[src/rtl/pc_if.sv]
// pc_if: fetch-side bus of pc_next_unit; master drives stall/redirect requests (stall, pc_src, pc_target, trap_req, trap_vec), slave returns pc, pc_plus4, pc_valid, redirect_pending, misaligned, misaligned_addr
interface pc_if #(parameter int XLEN = 32);
  logic stall;
  logic pc_src;
  logic [XLEN-1:0] pc_target;
  logic trap_req;
  logic [XLEN-1:0] trap_vec;
  logic [XLEN-1:0] pc;
  logic [XLEN-1:0] pc_plus4;
  logic pc_valid;
  logic redirect_pending;
  logic misaligned;
  logic [XLEN-1:0] misaligned_addr;
  modport master(
    output stall, pc_src, pc_target, trap_req, trap_vec,
    input pc, pc_plus4, pc_valid, redirect_pending, misaligned, misaligned_addr
  );
  modport slave(
    input stall, pc_src, pc_target, trap_req, trap_vec,
    output pc, pc_plus4, pc_valid, redirect_pending, misaligned, misaligned_addr
  );
endinterface

[src/rtl/pc_next_unit.sv]
// pc_next_unit: registered PC with stall hold, redirect buffering across stalls, trap priority and target alignment check; ports clk, reset (sync active-high), bus (pc_if.slave: requests in, pc/status out)
module pc_next_unit #(
  parameter int XLEN = 32,
  parameter logic [XLEN-1:0] RESET_VECTOR = '0,
  parameter int unsigned INC = 4,
  parameter bit CHECK_ALIGN = 1'b1
) (
  input logic clk,
  input logic reset,
  pc_if.slave bus
);
  localparam logic [XLEN-1:0] inc_w = XLEN'(INC);
  logic [XLEN-1:0] pc_q, buf_q, mis_addr_q, pc_n;
  logic buf_v, buf_trap, valid_q, mis_q, bad, ok, rej;
  assign bus.pc = pc_q;
  assign bus.pc_plus4 = pc_q + inc_w;
  assign bus.pc_valid = valid_q;
  assign bus.redirect_pending = buf_v;
  assign bus.misaligned = mis_q;
  assign bus.misaligned_addr = mis_addr_q;
  always_comb begin
    bad = CHECK_ALIGN && (bus.pc_target[1:0] != 2'b00);
    ok = bus.pc_src && !bad;
    rej = valid_q && bus.pc_src && bad && !bus.trap_req && (bus.stall || !buf_v);
    pc_n = bus.trap_req ? bus.trap_vec : buf_v ? buf_q : ok ? bus.pc_target : bus.pc_plus4;
  end
  always_ff @(posedge clk) begin
    if (reset) begin
      pc_q <= RESET_VECTOR;
      valid_q <= 1'b0;
      buf_q <= '0;
      buf_v <= 1'b0;
      buf_trap <= 1'b0;
      mis_q <= 1'b0;
      mis_addr_q <= '0;
    end else if (!valid_q) begin
      valid_q <= 1'b1;
    end else begin
      mis_q <= rej;
      if (rej) mis_addr_q <= bus.pc_target;
      if (bus.stall) begin
        if (bus.trap_req) begin
          buf_q <= bus.trap_vec;
          buf_v <= 1'b1;
          buf_trap <= 1'b1;
        end else if (ok && !(buf_v && buf_trap)) begin
          buf_q <= bus.pc_target;
          buf_v <= 1'b1;
          buf_trap <= 1'b0;
        end
      end else begin
        pc_q <= pc_n;
        buf_v <= 1'b0;
        buf_trap <= 1'b0;
      end
    end
  end
endmodule

[src/flat_wrapper.sv]
// flat-port wrapper written by rule: the top's interface ports become plain ports
module pc_next_unit_flat 
#(
  parameter int XLEN = 32,
  parameter logic [XLEN-1:0] RESET_VECTOR = '0,
  parameter int unsigned INC = 4,
  parameter bit CHECK_ALIGN = 1'b1
)
  (clk, reset, bus_stall, bus_pc_src, bus_pc_target, bus_trap_req, bus_trap_vec, bus_pc, bus_pc_plus4, bus_pc_valid, bus_redirect_pending, bus_misaligned, bus_misaligned_addr);
  pc_if #(.XLEN(XLEN)) bus_i ();
  input logic clk;
  input logic reset;
  input wire logic [$bits(bus_i.stall)-1:0] bus_stall;
  input wire logic [$bits(bus_i.pc_src)-1:0] bus_pc_src;
  input wire logic [$bits(bus_i.pc_target)-1:0] bus_pc_target;
  input wire logic [$bits(bus_i.trap_req)-1:0] bus_trap_req;
  input wire logic [$bits(bus_i.trap_vec)-1:0] bus_trap_vec;
  output wire logic [$bits(bus_i.pc)-1:0] bus_pc;
  output wire logic [$bits(bus_i.pc_plus4)-1:0] bus_pc_plus4;
  output wire logic [$bits(bus_i.pc_valid)-1:0] bus_pc_valid;
  output wire logic [$bits(bus_i.redirect_pending)-1:0] bus_redirect_pending;
  output wire logic [$bits(bus_i.misaligned)-1:0] bus_misaligned;
  output wire logic [$bits(bus_i.misaligned_addr)-1:0] bus_misaligned_addr;
  assign bus_i.stall = bus_stall;
  assign bus_i.pc_src = bus_pc_src;
  assign bus_i.pc_target = bus_pc_target;
  assign bus_i.trap_req = bus_trap_req;
  assign bus_i.trap_vec = bus_trap_vec;
  assign bus_pc = bus_i.pc;
  assign bus_pc_plus4 = bus_i.pc_plus4;
  assign bus_pc_valid = bus_i.pc_valid;
  assign bus_redirect_pending = bus_i.redirect_pending;
  assign bus_misaligned = bus_i.misaligned;
  assign bus_misaligned_addr = bus_i.misaligned_addr;
  pc_next_unit #(.XLEN(XLEN), .RESET_VECTOR(RESET_VECTOR), .INC(INC), .CHECK_ALIGN(CHECK_ALIGN)) u_core (.clk(clk), .reset(reset), .bus(bus_i));
endmodule
[config.mk]
export PLATFORM = sky130hd
export DESIGN_NAME = pc_next_unit_flat
export DESIGN_NICKNAME = d
export VERILOG_FILES = /design/src/rtl/pc_if.sv /design/src/rtl/pc_next_unit.sv /design/src/flat_wrapper.sv
export SDC_FILE = /design/constraint.sdc
export NUM_CORES = 1
export LEC_CHECK = 0
export CELL_PAD_IN_SITES_DETAIL_PLACEMENT = 0
export CELL_PAD_IN_SITES_GLOBAL_PLACEMENT = 1
export CORE_ASPECT_RATIO = 0.75
export CORE_UTILIZATION = 35
export CTS_BUF_LIST = sky130_fd_sc_hd__clkbuf_2 sky130_fd_sc_hd__clkbuf_4 sky130_fd_sc_hd__clkbuf_8
export DETAILED_ROUTE_END_ITERATION = 16
export PLACE_DENSITY_LB_ADDON = 0.1
export SLEW_MARGIN = 20
export SYNTH_ARGS = -nofsm -noshare
export SYNTH_HDL_FRONTEND = slang
export SYNTH_SLANG_ARGS = --single-unit
[constraint.sdc]
create_clock -name clk -period 2.5 [get_ports clk]
set_input_delay 0.5 -clock clk [delete_from_list [all_inputs] [get_ports clk]]
set_output_delay 0.5 -clock clk [all_outputs]
set_load 0.1 [all_outputs]
==> results.json <==
{
  "synth_edf_count": 0,
  "numCtsBuffers": 9,
  "vias": 6365,
  "drv_slew": 0,
  "p_per_area_nw_per_um2": 485,
  "fin_crit_ns": 2.71,
  "nFillCells": 1308,
  "final_area_um2": 9000,
  "area_growth_pct": 67.3,
  "first_global_vias": 5835,
  "ios": 168,
  "synthCells": 685,
  "ant_nets": 0,
  "row_count": 38,
  "crit_required_ns": 2.00,
  "die_y_um": 109,
  "die_x_um": 145,
  "cts_max_path_buffers": 2,
  "async_flop_share": 0,
  "holdWs_ns": 0.458,
  "drc": 0,
  "finalSetupTns_ns": -1.93,
  "htreeDepth": 3,
  "fin_nets": 972,
  "dp_hpwl_mm": 15.9,
  "drv_cap": 0,
  "worstHoldPathType": "register to register",
  "cts_tree": "built",
  "ys_seq_area_frac": 0.372,
  "synth_warnings": 0,
  "clk_pin_slew_worst_paths_ns": 0.09,
  "timing.final.crit_share": 1.08,
  "power.leakage_nw": 3.65,
  "routed_wl_mm": 22.2,
  "clock_latency_ns": 0.39,
  "avgSynthCellArea_um2": 7.86,
  "grt_first_pass_wirelength_mm": 33.8,
  "dr.pass1.iters": 5,
  "clock.fmax_ghz": 0.369,
  "initial_core_util": 0.365,
  "place_area_um2": 8260,
  "numPortBuffers": 167,
  "ctsRootBufferMaster": "clkbuf_8",
  "ys_seq_elements": 100,
  "finalPower_mw": 4.37,
  "fin_cells": 1106,
  "cp-end-kind": "primary output",
  "coreArea_um2": 14700,
  "worst_pin_slew_ns": 1.01,
  "violations": "setup timing",
  "synthFlopType": "dfxtp_1",
  "vdd_ir_drop_max_mv": 0.372,
  "final_common_cell": "buf_4",
  "grt_max_degree": 49,
  "synth_fp_nets": 755,
  "timing.final.hold_violations": 0,
  "netlist_area_um2": 5380,
  "wire_per_inst_um": 20.1,
  "final_util": 0.611,
  "status": "finished with violations",
  "crit_type": "register to primary output",
  "slew_headroom": 0.327,
  "place_inst": 1050,
  "setup_viol": 19,
  "crit_fanout": 3,
  "cts.sinks": 100,
  "dp_slack_ns": 0.0104,
  "gr-total-overflow": 0,
  "layout-drive-gt1-share": 0.342,
  "ys_types": 58,
  "fin_worst_skew_ns": 0.0160,
  "finalWorstSetupSlack_ns": -0.208,
  "n_antenna_cell": 0,
  "critPathArrivalTime_ns": 2.21,
  "dieArea_um2": 15900,
  "grt.total_usage": 0.280,
  "antenna_found_initial": 0,
  "gp_congestion": 0.899,
  "drt_iter0_drc": 531,
  "rsz0062_at_grt": "true",
  "viasPerCell": 5.75,
  "most-common-layout-cells": "buf_4, nand2_1, dfxtp_1",
  "startpoint_type": "register"
}
[report_power, final]
group          switching, mW  internal [mW]
Combinational           1.02          0.511
Clock                  0.591          0.497
Sequential            0.0877           1.66
[final cells by class]
cell class	count	area, um2	area share
multi-input cells	518	3790	0.421
repair buffers	262	2630	0.292
well taps	200	250	0.0278
flip-flops and latches	100	2100	0.234
clock buffers	11	145	0.0161
clock inverters	4	50.0	0.00556
inverters	11	41.3	0.00459
[registers in the layout (all words and copies together) (netlist names)]
register / count
u_core.buf_q: 32
u_core.buf_trap: 1
u_core.bus.misaligned: 1
u_core.bus.misaligned_addr: 32
u_core.bus.pc: 32
u_core.bus.pc_valid: 1
u_core.bus.redirect_pending: 1
[logic make-up after synthesis]
family | share of synthesized area
muxes | 0.0614
xor gates and xnor gates | 0.0391
AOI/OAI and AO/OA | 0.243
DFF | 0.372
and+or+nand+nor | 0.232
buffers and inverters | 0.0502
adders and majority gates | 0.00232
[path summary, 6_finish.rpt]
kind	startpoint	endpoint	slack [ns]	depth (start not counted)
min reg2reg	u_core.bus.misaligned_addr[0]	u_core.bus.misaligned_addr[0]	0.46	2
max	u_core.bus.pc[2]	bus_pc_plus4[28]	-0.21	7
min	u_core.bus.misaligned_addr[0]	u_core.bus.misaligned_addr[0]	0.46	2
max reg2reg	u_core.bus.pc[2]	u_core.bus.pc[30]	0.34	8
[cells in the mapped netlist, drive strengths merged, types with 5 or more instances]
cell	n	share of area
nand3	15	0.014
a221o	6	0.011
dfxtp	100	0.37
nand2	103	0.072
nand4	11	0.014
xnor2	13	0.021
clkbuf	40	0.028
nor4	7	0.0093
mux2i	33	0.061
o31a	5	0.0081
a21oi	51	0.047
nor3	15	0.014
o31ai	5	0.0070
a211oi	38	0.053
buf	16	0.015
o22ai	8	0.0093
xor2	11	0.018
inv	10	0.0070
and3	14	0.016
a31oi	5	0.0058
or3	7	0.0091
o21ai	28	0.026
nor2	71	0.050
and4	6	0.0098
a221oi	13	0.021
o211ai	6	0.0093
[worst max-delay path: stages, from the launching register on]
cell,delay [ns]
dfxtp_4,0.38
ha_4,0.15
nand4_1,0.25
nor4_4,0.33
nand4_1,0.18
buf_6,0.17
xnor2_4,0.17
buf_12,0.19
[metal layers]
metal	global-route usage	wire length (um)	vias up
met5	0	0	-
met4	0.0767	350	0
met3	0.0660	1930	29
met2	0.438	9940	312
met1	0.386	10000	3087
li1	-	-	2937
[repair_timing]
item,CTS,global route
endpoints found under the setup margin,22,20
buffers inserted,34,8
hold buffers,0,0
resized for setup,36,12
pin swaps,28,18
(Power assumes the default switching activity.)
==> patch (config.mk and constraints unchanged) <==
`XLEN` is set to 32 in 3 places; all go to 64.
--- a/src/rtl/pc_if.sv
+++ b/src/rtl/pc_if.sv
@@ -1,3 +1,3 @@
 // pc_if: fetch-side bus of pc_next_unit; master drives stall/redirect requests (stall, pc_src, pc_target, trap_req, trap_vec), slave returns pc, pc_plus4, pc_valid, redirect_pending, misaligned, misaligned_addr
-interface pc_if #(parameter int XLEN = 32);
+interface pc_if #(parameter int XLEN = 64);
   logic stall;
--- a/src/rtl/pc_next_unit.sv
+++ b/src/rtl/pc_next_unit.sv
@@ -2,3 +2,3 @@
 module pc_next_unit #(
-  parameter int XLEN = 32,
+  parameter int XLEN = 64,
   parameter logic [XLEN-1:0] RESET_VECTOR = '0,
--- a/src/flat_wrapper.sv
+++ b/src/flat_wrapper.sv
@@ -3,3 +3,3 @@
 #(
-  parameter int XLEN = 32,
+  parameter int XLEN = 64,
   parameter logic [XLEN-1:0] RESET_VECTOR = '0,
Ports: changed (5 resized); port bits go from 168 to 328. The function was not compared with the original's and may differ.
==> patch against the unedited design <==
  * The flow still finishes with violations (negative setup slack)
  * Global-route usage increased by 1.4 points
  * Sequential cell count rose by 96
  * Critical path depth is the same
  * Critical endpoint is now bus_pc_plus4[62]
  * Cell area is 110% higher
  * Worst setup slack got worse by 0.55 ns
  * Synthesized area up 99%
  * Wire length up 110%
  * Largest power group unchanged
  * Synthesized cell count increased by 100%
  * Total power grew 96%
==> patch: results <==
[outcome]
failed_checks = "negative setup slack"
status = "complete, but fails checks"

[global_routing]
use_met2 = 0.443
grt_max_degree = 113
use_met1 = 0.424
grt_first_pass_wirelength_um = 71000

[sta]
setup_ws_ns = -0.755
finalSetupViolCount = 53
slew_headroom = 0.143

[min_path]
hold_depth = 4
min_path_type = "in -> reg"

[layout]
layout-drive-gt1-share = 0.371

[place]
numPortBuffers = 327
pre_cts_ws_ns = -0.281
hpwl_um = 32100

[power_and_ir_drop]
p_leak_nw = 7.76
peakVddDrop_mv = 0.377

[setup_path]
crit_end = "bus_pc_plus4[62]"
worstPathMaxFanout = 5
r2r_setup_slack_ns = -0.02

[clocking]
cts_resized = 113
post_cts_buffers = 46
clk_latency_ns = 0.52

[routing]
wirelength_um = 46400
met1_length_um = 21900
drt_iter0_drc = 963
-- patch: cell count changes after synthesis, moves of 42 or more --
cell,before,now
clkbuf_1,40,91
dfxtp_1,100,196
mux2i_1,33,75
a21oi_1,51,128
nand2_1,103,246
o21ai_0,27,79
nor2_1,71,121
-- patch: power breakdown --
group,total [W],internal [W],switching [W]
logic,0.00309,0.00104,0.00205
clock network,0.00208,0.000841,0.00124
registers,0.00337,0.00326,0.000111
-- patch: cell type report --
cell class	count	area, um2	share of cell area
Tap cell	399	499	0.0267
Multi-Input combinational cell	1066	7850	0.420
Timing Repair Buffer	579	5830	0.312
Clock buffer	25	319	0.0171
Clock inverter	7	47.5	0.00254
Inverter	13	48.8	0.00261
Sequential cell	196	4100	0.219
-- patch: worst max-delay path, cell delays in order, from the launching register on --
cell and delay, ns:
dfxtp_4 0.37, ha_4 0.13, inv_2 0.03, or3_4 0.42
or4_4 0.52, o31a_2 0.32, or2_4 0.27, buf_12 0.17
